`src/rtl/ram_fifo_ctrl_pkg.sv`:
```
// Shared definitions for the RAM-backed FIFO controller: read FSM encoding
// and the RAM depth derived from the address width.
package ram_fifo_ctrl_pkg;

  typedef enum logic [1:0] {
    IDLE      = 2'd0,
    WAIT_RD   = 2'd1,
    OUT_VALID = 2'd2
  } state_t;

  localparam int DEFAULT_ADDR_W = 8;

  function automatic int depth_of(input int addr_w);
    return 1 << addr_w;
  endfunction

endpackage

```
`src/rtl/fifo_wrap_ptr.sv`:
```
// ADDR_W-bit RAM pointer with synchronous clear and increment enable; the
// binary counter wraps at DEPTH = 2**ADDR_W on its own.
module fifo_wrap_ptr #(
  parameter int ADDR_W = 8
) (
  input  logic              clk,
  input  logic              clr,
  input  logic              inc,
  output logic [ADDR_W-1:0] ptr
);

  // NOTE: registered state is always assigned with <= so every flop samples
  // the pre-edge values of its neighbours.
  always_ff @(posedge clk) begin
    if (clr)      ptr <= '0;
    else if (inc) ptr <= ptr + ADDR_W'(1);
  end

endmodule

```
`src/rtl/ram_fifo_ctrl.sv`:
```
// Single-clock FIFO controller wrapped around dual_port_ram: pushes through
// the write port, fetches through the registered read port into out_data.
module ram_fifo_ctrl
  import ram_fifo_ctrl_pkg::*;
#(
  parameter int DATA_W = 8,
  parameter int ADDR_W = DEFAULT_ADDR_W
) (
  input  logic              clk,
  input  logic              rst,
  input  logic              in_valid,
  output logic              in_ready,
  input  logic [DATA_W-1:0] in_data,
  output logic              out_valid,
  input  logic              out_ready,
  output logic [DATA_W-1:0] out_data,
  output logic              valid_wr,
  output logic [ADDR_W-1:0] addr_wr,
  output logic [DATA_W-1:0] data_wr,
  output logic              valid_rd,
  output logic [ADDR_W-1:0] addr_rd,
  input  logic [DATA_W-1:0] data_rd,
  output logic [ADDR_W:0]   level
);

  localparam int              DEPTH      = depth_of(ADDR_W);
  localparam logic [ADDR_W:0] LEVEL_FULL = (ADDR_W+1)'(DEPTH);

  state_t            state;
  logic [ADDR_W-1:0] wr_ptr;
  logic [ADDR_W-1:0] rd_ptr;
  logic              push;
  logic              issue;

  assign in_ready = !rst && (level != LEVEL_FULL);
  assign push     = in_valid && in_ready;
  assign valid_wr = push;
  assign addr_wr  = wr_ptr;
  assign data_wr  = in_data;

  // A read may only be issued against words already counted in level, so a
  // word pushed this cycle is never fetched in the same cycle.
  // NOTE: issue gets a default before the case so no path leaves it
  // unassigned, which would otherwise infer a latch.
  always_comb begin
    issue = 1'b0;
    if (!rst && level != '0) begin
      case (state)
        IDLE:      issue = 1'b1;
        OUT_VALID: issue = out_ready;
        default:   issue = 1'b0;
      endcase
    end
  end

  assign valid_rd = issue;
  assign addr_rd  = rd_ptr;

  fifo_wrap_ptr #(.ADDR_W(ADDR_W)) u_wr_ptr (
    .clk (clk),
    .clr (rst),
    .inc (push),
    .ptr (wr_ptr)
  );

  fifo_wrap_ptr #(.ADDR_W(ADDR_W)) u_rd_ptr (
    .clk (clk),
    .clr (rst),
    .inc (issue),
    .ptr (rd_ptr)
  );

  // NOTE: reset only clears control state; RAM contents are deliberately left
  // alone, since occupancy is defined entirely by the pointers and level.
  always_ff @(posedge clk) begin
    if (rst) level <= '0;
    else     level <= level + (ADDR_W+1)'(push) - (ADDR_W+1)'(issue);
  end

  always_ff @(posedge clk) begin
    if (rst) begin
      state     <= IDLE;
      out_valid <= 1'b0;
      out_data  <= '0;
    end else begin
      case (state)
        IDLE: begin
          if (issue) state <= WAIT_RD;
        end
        WAIT_RD: begin
          out_data  <= data_rd;
          out_valid <= 1'b1;
          state     <= OUT_VALID;
        end
        OUT_VALID: begin
          if (out_ready) begin
            out_valid <= 1'b0;
            state     <= issue ? WAIT_RD : IDLE;
          end
        end
        default: state <= IDLE;
      endcase
    end
  end

endmodule

```
`config.mk`:
```
export PLATFORM = sky130hd
export DESIGN_NAME = ram_fifo_ctrl
export DESIGN_NICKNAME = d
export VERILOG_FILES = /design/src/rtl/ram_fifo_ctrl_pkg.sv /design/src/rtl/fifo_wrap_ptr.sv /design/src/rtl/ram_fifo_ctrl.sv
export SDC_FILE = /design/constraint.sdc
export NUM_CORES = 1
export LEC_CHECK = 0
export ABC_CLOCK_PERIOD_IN_PS = 3800
export BUFFER_PORTS_ARGS = -buffer_cell sky130_fd_sc_hd__buf_2
export CAP_MARGIN = 0
export CORE_MARGIN = 10
export CORE_UTILIZATION = 50
export DETAILED_ROUTE_END_ITERATION = 8
export HOLD_SLACK_MARGIN = 0.15
export PLACE_DENSITY = 0.8
export SYNTH_ARGS = -nofsm -noshare
export SYNTH_HDL_FRONTEND = slang
export SYNTH_SLANG_ARGS = --single-unit
```
`constraint.sdc`:
```
create_clock -name clk -period 3.8 [get_ports clk]
set_clock_uncertainty 0.15 [all_clocks]
set_input_delay 0 -clock clk [delete_from_list [all_inputs] [get_ports clk]]
set_output_delay 0 -clock clk [all_outputs]
set_load 0.05 [all_outputs]
```
### Word-level counts from Yosys, hierarchy flattened

Index checks and enable logic that the tools add are counted.

| storage, ports and cells | value |
|---|---|
| flip-flop bits (word level) | 36 |
| output and inout bits | 45 |

| cells by class | value |
|---|---|
| add/subtract/negate cells | 4 |
| equal/unequal tests | 5 |
| muxes and demuxes | 8 |
| reductions and logical operators | 9 |

Operators with widths:

| operator | count |
|---|---|
| adder 8 x 1 -> 8 bit (second input constant) | 2 |
| adder 9 x 1 -> 9 bit | 1 |
| inequality test 9 bit (second input constant) | 1 |
| nonzero test 9 bit | 1 |
| subtractor 9 x 1 -> 9 bit | 1 |
| one-hot mux 2 bit (3 select lines) | 1 |
| two-way mux 2 bit | 2 |
| inequality test 2 bit (second input constant) | 2 |
| one-hot mux 1 bit (2 select lines) | 2 |
| AND reduction 2 bit | 2 |
| logical AND 1 bit | 3 |
| two-way mux 1 bit | 3 |
| equality test 2 x 1 -> 1 bit (second input constant) | 1 |
| equality test 2 bit (second input constant) | 1 |
| logical NOT 2 bit | 1 |
| nonzero test 2 bit | 1 |
| logical NOT 1 bit | 1 |

### Longest topological paths before layout

Gate-level depths: netlist of run 1.

| depth | value |
|---|---|
| depth in word-level cells | 6 |
| gate-level depth with buffers | 15 |
| depth with buffers taken out | 15 |

### Cells and area by module

Synthesis of run 1 repeated with hierarchy kept, for this count alone.

| unflattened totals | value |
|---|---|
| cell total of the unflattened synthesis | 219 |
| area total of the unflattened synthesis | 1870.5 um^2 |

By module, submodules not included:

| module | times used | cells an instance | area each (um^2) |
|---|---|---|---|
| ram_fifo_ctrl | 1 | 145 | 1192.4 |
| fifo_wrap_ptr | 2 | 37 | 339.1 |

### Worst setup path after synthesis of run 1

No wires, ideal clock.

| path | value |
|---|---|
| path type | register to register |
| from | register level[6] |
| to | register level[6] |
| library setup time | 0.120 ns |
| arrival | 3.326 ns |
| setup slack | 0.205 ns |
| cell stages (with the launch flop) | 14 |
| buffers on the path | 0 |
| cell sequence | dfxtp_1 -> inv_1 -> ha_1 -> nand2_1 -> o41ai_4 -> nor2_1 -> ha_1 -> inv_1 -> fa_1 -> nor2b_1 -> o311a_1 -> o21ba_1 -> o21ai_1 -> nor3b_1 |

| on the way | value |
|---|---|
| word-level cells in the longest chain between the ends | 5 |

Ends and longest elaborated chain:

| what | line | text |
|---|---|---|
| from (decl) | ram_fifo_ctrl.sv:23 | `output logic [ADDR_W:0] level` |
| from (signal assigned) | ram_fifo_ctrl.sv:77 | `else level <= level + (ADDR_W+1)'(push) - (ADDR_W+1)'(issue);` |
| inequality test 9 bit | ram_fifo_ctrl.sv:35 | `assign in_ready = !rst && (level != LEVEL_FULL);` |
| logical AND 1 bit | ram_fifo_ctrl.sv:35 |  |
| logical AND 1 bit | ram_fifo_ctrl.sv:36 | `assign push = in_valid && in_ready;` |
| via valid_wr | ram_fifo_ctrl.sv:17 | `output logic valid_wr,` |
| adder 9 x 1 -> 9 bit | ram_fifo_ctrl.sv:77 |  |
| subtractor 9 x 1 -> 9 bit | ram_fifo_ctrl.sv:77 |  |

The timed path passes the listed nets, and every way through them passes these cells.
A chain may end at the register's enable or synchronous reset.

### Worst setup path in the final report of run 1

| path | value |
|---|---|
| from | register state[1] |
| to | register level[6] |

| on the way | value |
|---|---|
| word-level cells in the longest chain between the ends | 4 |

Ends and longest elaborated chain:

| what | line | text |
|---|---|---|
| from (decl) | ram_fifo_ctrl.sv:29 | `state_t state;` |
| from (signal assigned) | ram_fifo_ctrl.sv:98 | `state <= issue ? WAIT_RD : IDLE;` |
| equality test 2 bit / logical NOT 2 bit (equally long branches) | ram_fifo_ctrl.sv:48 | `case (state)` |
| one-hot mux 1 bit (2 select lines) * | ram_fifo_ctrl.sv:48 |  |
| two-way mux 1 bit * | ram_fifo_ctrl.sv:47 | `if (!rst && level != '0) begin` |
| subtractor 9 x 1 -> 9 bit * | ram_fifo_ctrl.sv:77 |  |

Every way passes the cells marked *; elsewhere a longest branch is shown, timed or not.

==> flow_metrics.env, run 1 <==
export IMPL_io_buffer_count=48
export IMPL_dp_slack_ns=0.692
export IMPL_setup_viol=0
export IMPL_startpoint_type="flip-flop"
export IMPL_cts_repair_resized=0
export IMPL_hold_worst_slack_ns=0.324
export IMPL_hold_depth=1
export IMPL_synthesis_area_um2=1910
export IMPL_cts_sinks=36
export IMPL_worstHoldPathType="reg2reg"
export IMPL_synth_most_common_cell="dfxtp_1"
export IMPL_reg2reg_depth=13
export IMPL_dr_pass1_iters=4
export IMPL_synth_xor_area_share=0.0596
export IMPL_cts_tree="built"
export IMPL_synth_main_ff_cell="dfxtp_1"
export IMPL_cap_violations=0
export IMPL_drt_iter0_drc=57
export IMPL_drt_wirelength_per_cell_um=13.7
export IMPL_syn2layout_area_growth_pct=32.0
export IMPL_synthArstFlopShare=0
export IMPL_grt_pass1_wl_um=7850
export IMPL_synth_compound_area_frac=0.115
export IMPL_drc_errors=0
export IMPL_grt_setup_unrepaired="false"
export IMPL_yosys_top_cells_count="dfxtp_1, nand2_1, nor2_1"
export IMPL_antenna_left=0
export IMPL_synth_nets=256
export IMPL_worst_pin_slew_ns=0.555
export IMPL_synth_seq_cells=36
export IMPL_routed_via_density=5.02
export IMPL_gr_total_overflow=0
export IMPL_die_w_um=81.8
export IMPL_slowest_delay_ns=0.51
export IMPL_timing_final_crit_period_ns=3.14
export IMPL_synth_top_family_by_area="simple AND/OR/NAND/NOR gates"
export IMPL_synthMuxAreaShare=0.0164
export IMPL_rows=22
export IMPL_drive_gt1_frac=0.229
export IMPL_synth_area_leaders="dfxtp_1, ha_1, nand2_1"
export IMPL_arrival_ns=3.16
export IMPL_grt_start_max_net_pins=35
export IMPL_synth_edf_count=0
export IMPL_p_per_area_nw_per_um2=807
export IMPL_relSlewSlack=0.629
export IMPL_finalWirelength_um=4650
export IMPL_fmaxAchievable_ghz=0.319
export IMPL_crit_type="reg2reg"
export IMPL_slew_violations=0
export IMPL_synth_fa_ha_area_frac=0.102
export IMPL_crit_family="simple AND/OR/NAND/NOR gates"
export IMPL_die_y_um=81.8
export IMPL_ios=65
export IMPL_yosys_area_top_type_share=0.377
export IMPL_grt_pass1_vias=1729
export IMPL_ctsLongestPathBuffers=2
export IMPL_coreArea_um2=3690
export IMPL_clk_pin_slew_ns=0.08
export IMPL_critPathRequiredTime_ns=3.82
export IMPL_synth_cell_types=38
export IMPL_cts_htree_levels=2
export IMPL_crit_fanout=8
export IMPL_gp_congestion=0.799
export IMPL_cts_buffers=5
export IMPL_syn_inst=221
export IMPL_n_antenna_cell=0
export IMPL_fin_ws_ns=0.662
export IMPL_antenna_found_initial=0
export IMPL_cts_root_buf="clkbuf_8"
export IMPL_fin_crit_sh=0.826
export IMPL_path_cells="nor2b_1 -> or3_1 -> nor2_8 -> ha_1 -> inv_1 -> ha_1 -> inv_1 -> fa_1 -> nor2b_1 -> o311a_1 -> o21ba_1 -> o21ai_1 -> nor3b_1"
export IMPL_floorplan_initialDensity=0.518
export IMPL_critical_path_depth=13
export IMPL_vias=1706
export IMPL_final_hold_viol_count=0
export IMPL_yosys_warnings=0
export IMPL_status="finished, final reports clean"
export IMPL_peakVddDrop_v=0.000601
export IMPL_path_buf_inv=2
export IMPL_nets=326
export IMPL_setup_tns_ns=0
export IMPL_p_total_mw=2.03
export IMPL_worst_skew_pair_late_latency_ns=0.29
export IMPL_ys_seq_area_frac=0.377
export IMPL_syn_area_per_cell_um2=8.64
export IMPL_track_usage=0.145
export IMPL_dp_hpwl_um=3250
export IMPL_synthSimpleGateAreaFrac=0.252
export IMPL_yosysTopAreaCell="dfxtp_1"
export IMPL_crit_path_top_delay_cell="or3_1"
export IMPL_end_kind="flip-flop"
export IMPL_die_area_um2=6690
export IMPL_leakagePower_nw=1.15
==> per-layer routing <==
layer / vias to the layer above / routed length [um] / global-route usage
met5: - / 0 / 0
met2: 48 / 2240 / 0.248
met4: 0 / 72 / 0.0476
li1: 876 / - / -
met3: 7 / 442 / 0.0622
met1: 775 / 1900 / 0.157
==> cell families after synthesis <==
kind of cell | Yosys count
AO/OA/AOI/OAI | 32
adder cells (fa/ha/maj) | 15
multiplexers | 3
XOR/XNOR | 13
buffers and inverters | 29
AND/OR/NAND/NOR | 93
flip-flops | 36
==> layout make-up <==
| class | count | area [um^2] |
|---|---|---|
| clock inverter | 3 | 42.5 |
| clock buffer | 5 | 68.8 |
| sequential | 36 | 721 |
| multi-input combinational | 156 | 1040 |
| tap | 48 | 60.1 |
| timing repair buffer | 78 | 536 |
| fill | 321 | 1170 |
| inverter | 14 | 52.6 |
==> path summary, 6_finish.rpt <==
path	slack [ns]	to	start
max	0.66	level[6]	state[1]
min	0.32	u_rd_ptr.ptr[7]	u_rd_ptr.ptr[7]
max reg2reg	0.66	level[6]	state[1]
min reg2reg	0.32	u_rd_ptr.ptr[7]	u_rd_ptr.ptr[7]
==> cell usage in the layout, fill, tap and decap left out, drive strengths merged, types with 2 or more instances in the layout <==
master,synthesis,layout
nor4,2,2
nand3,10,10
dlygate4sd3,0,28
nor3b,2,2
nor3,13,13
o21ba,2,2
nor2,21,21
or3,3,3
clkbuf,5,5
inv,14,14
xnor2,10,10
nor2b,5,5
a21oi,15,15
or4,2,2
buf,10,50
dfxtp,36,36
xor2,3,3
o22ai,2,2
ha,14,14
nand2,30,30
mux2i,2,2
o21a,4,4
o21ai,5,5
nand2b,3,3
==> stage by stage <==
stage / util / cell area, um^2 / cells
after floorplan: - / 1910 / 221
after global routing: 0.684 / 2520 / 340
after detailed placement: 0.577 / 2130 / 304
after CTS: 0.684 / 2520 / 340
final: 0.684 / 2520 / 340
after global placement: 0.577 / 2130 / 304
==> worst reg2reg max path, delay by kind of cell (launching register included) <==
family | cells | cell delay, ns
compound gates | 3 | 0.42
fa+ha+maj | 3 | 0.78
buf+inv | 2 | 0.12
flops | 1 | 0.33
simple gates | 5 | 1.21
==> state kept, by name (all words and copies together), names as in the netlist <==
signal and count:
u_wr_ptr.ptr 8, out_data 8, u_rd_ptr.ptr 8, out_valid 1, level 9, state 2
==> timing repair <==
action / in CTS / in global routing
endpoints found under the hold margin: 38 / 0
buffers inserted: 0 / 0
hold buffers: 28 / 0
==> report_power, final <==
part / leakage, nW / internal, mW / switching, mW
clock network: 0.0541 / 0.194 / 0.142
logic: 0.804 / 0.415 / 0.720
registers: 0.295 / 0.462 / 0.100
total: 1.15 / 1.07 / 0.963
Note: power is estimated with default switching activity, not from simulation.
==> run 2, diff against run 1 <==
- ABC_CLOCK_PERIOD_IN_PS: 3800 -> 3200
- clock period: 3.8 -> 3.2 ns (I/O delays scaled with it)
==> flow_metrics.env, run 2 (synthesized netlist as in run 1, its figures left out) <==
export IMPL_status="finished, final reports clean"
export IMPL_finalWirelength_um=5020
export IMPL_ctsLongestPathBuffers=2
export IMPL_worst_skew_pair_late_latency_ns=0.29
export IMPL_final_cell_mix="buf_2, nand2_1, dfxtp_1, dlygate4sd3_1, nor2_1"
export IMPL_antenna_found_initial=0
export IMPL_drc_errors=0
export IMPL_layout_commonest_cell="buf_2"
export IMPL_endpoint="level[6]"
export IMPL_setup_viol=0
export IMPL_clk_pin_slew_ns=0.07
export IMPL_drt_wirelength_per_cell_um=14.7
export IMPL_cts_tree="built"
export IMPL_fin_crit_sh=0.934
export IMPL_io_buffer_count=48
export IMPL_dr_pass1_iters=5
export IMPL_leakagePower_nw=1.16
export IMPL_regToRegSetupSlack_ns=0.21
export IMPL_crit_type="reg2reg"
export IMPL_track_usage=0.158
export IMPL_power_frac_clock=0.131
export IMPL_grt_setup_unrepaired="false"
export IMPL_setup_tns_ns=0
export IMPL_timing_final_crit_period_ns=2.99
export IMPL_dp_hpwl_um=3370
export IMPL_cts_buffers=5
export IMPL_slew_violations=0
export IMPL_power_frac_comb=0.591
export IMPL_die_w_um=81.8
export IMPL_worstHoldPathType="reg2reg"
export IMPL_largest_register="level"
export IMPL_rows=22
export IMPL_cts_repair_resized=0
export IMPL_worstSetupStartpoint="level[5]"
export IMPL_worst_pin_slew_ns=0.531
export IMPL_pwr_share_seq=0.279
export IMPL_netSwitchingPower_mw=1.19
export IMPL_critPathRequiredTime_ns=3.26
export IMPL_ios=65
export IMPL_relSlewSlack=0.646
export IMPL_peakVddDrop_v=0.000677
export IMPL_die_y_um=81.8
export IMPL_drt_iter0_drc=142
export IMPL_r2r_end="level[6]"
export IMPL_largest_register_ffs=9
export IMPL_startpoint_type="flip-flop"
export IMPL_final_hold_viol_count=0
export IMPL_n_antenna_cell=0
export IMPL_r2r_start="level[5]"
export IMPL_cts_htree_levels=2
export IMPL_cts_sinks=36
export IMPL_reg2reg_depth=15
export IMPL_p_sw_frac=0.475
export IMPL_syn2layout_area_growth_pct=36.9
export IMPL_floorplan_initialDensity=0.518
export IMPL_antenna_left=0
export IMPL_cap_violations=0
export IMPL_arrival_ns=3.05
export IMPL_cts_root_buf="clkbuf_8"
export IMPL_grt_pass1_wl_um=8360
export IMPL_use_met1=0.186
export IMPL_gr_total_overflow=0
export IMPL_coreArea_um2=3690
export IMPL_p_per_area_nw_per_um2=959
export IMPL_p_total_mw=2.51
export IMPL_vias=1763
export IMPL_fmaxAchievable_ghz=0.335
export IMPL_hold_worst_slack_ns=0.313
export IMPL_grt_start_max_net_pins=35
export IMPL_use_met3=0.0557
export IMPL_die_area_um2=6690
export IMPL_routed_via_density=5.17
export IMPL_grt_pass1_vias=1713
export IMPL_crit_fanout=8
export IMPL_gp_congestion=0.813
export IMPL_grt_use_met2=0.264
export IMPL_end_kind="flip-flop"
export IMPL_cts_setup_buffers=0
export IMPL_drive_gt1_frac=0.307
export IMPL_internal_power_mw=1.32
export IMPL_nets=327
export IMPL_top_usage_layer="met2"
run 2: cell count changes in the layout (fill, tap and decap cells not counted), sizes merged:
cell and delta:
dlygate4sd3 -1, clkinvlp -1, clkbuf +3, bufinv -1, clkinv -1, buf +2
run 2: worst min path at each step:
stage	start	to	slack (ns)	depth (start not counted)
finish	u_rd_ptr.ptr[7]	u_rd_ptr.ptr[7]	0.31	1
global route	state[1]	out_valid	0.35	1
CTS	u_rd_ptr.ptr[7]	u_rd_ptr.ptr[7]	0.32	1
detailed placement	in_data[4]	data_wr[4]	-0.15	0
global placement	in_data[4]	data_wr[4]	-0.15	0
floorplan	data_rd[0]	out_data[0]	-0.01	2
run 2: worst max-delay path, cell delays in order (launching register included):
cell and delay (ns):
dfxtp_4 0.35, inv_2 0.08, ha_4 0.15, nand3_4 0.08, nor4_4 0.30, nor2_8 0.10, ha_4 0.27, inv_1 0.03
ha_1 0.18, inv_1 0.08, fa_2 0.21, nor2b_2 0.05, o311a_1 0.37, o21ba_1 0.22, o21ai_1 0.11, nor3b_2 0.17
run 2: power by group through the flow:
stage | clock (mW) | sequential, mW | combinational (mW)
floorplan | 0 | 0.995 | 0.865
global placement | 0 | 0.700 | 1.39
detailed placement | 0 | 0.704 | 1.41
CTS | 0.335 | 0.697 | 1.49
global route | 0.360 | 0.717 | 1.62
finish | 0.328 | 0.699 | 1.48
run 2: stage by stage:
| stage | utilization | setup WS (ns) | cell area, um^2 | instances |
|---|---|---|---|---|
| 3_3_place_gp | 0.611 | 0.253 | 2250 | 306 |
| 4_1_cts | 0.709 | 0.120 | 2610 | 341 |
| 2_1_floorplan | - | 0.00130 | 2020 | 221 |
| 5_1_grt | 0.709 | 0.0405 | 2610 | 341 |
| 6_report | 0.709 | 0.212 | 2610 | 341 |
| 3_5_place_dp | 0.611 | 0.146 | 2250 | 306 |
run 2: metal layers:
metal,wire [um],vias to the layer above
li1,-,887
met4,68,0
met1,2170,802
met2,2420,67
met3,368,7
met5,0,-
run 2: cell type report:
type	count	area, um^2
Multi-Input combinational cell	156	1120
Fill cell	283	1070
Sequential cell	36	744
Timing Repair Buffer	79	541
Clock buffer	8	90.1
Tap cell	48	60.1
Inverter	14	57.6
run 2: what timing repair did:
action                     CTS  global route
setup endpoints to repair    0             1
hold buffers                27             0
hold endpoints to repair    36             0
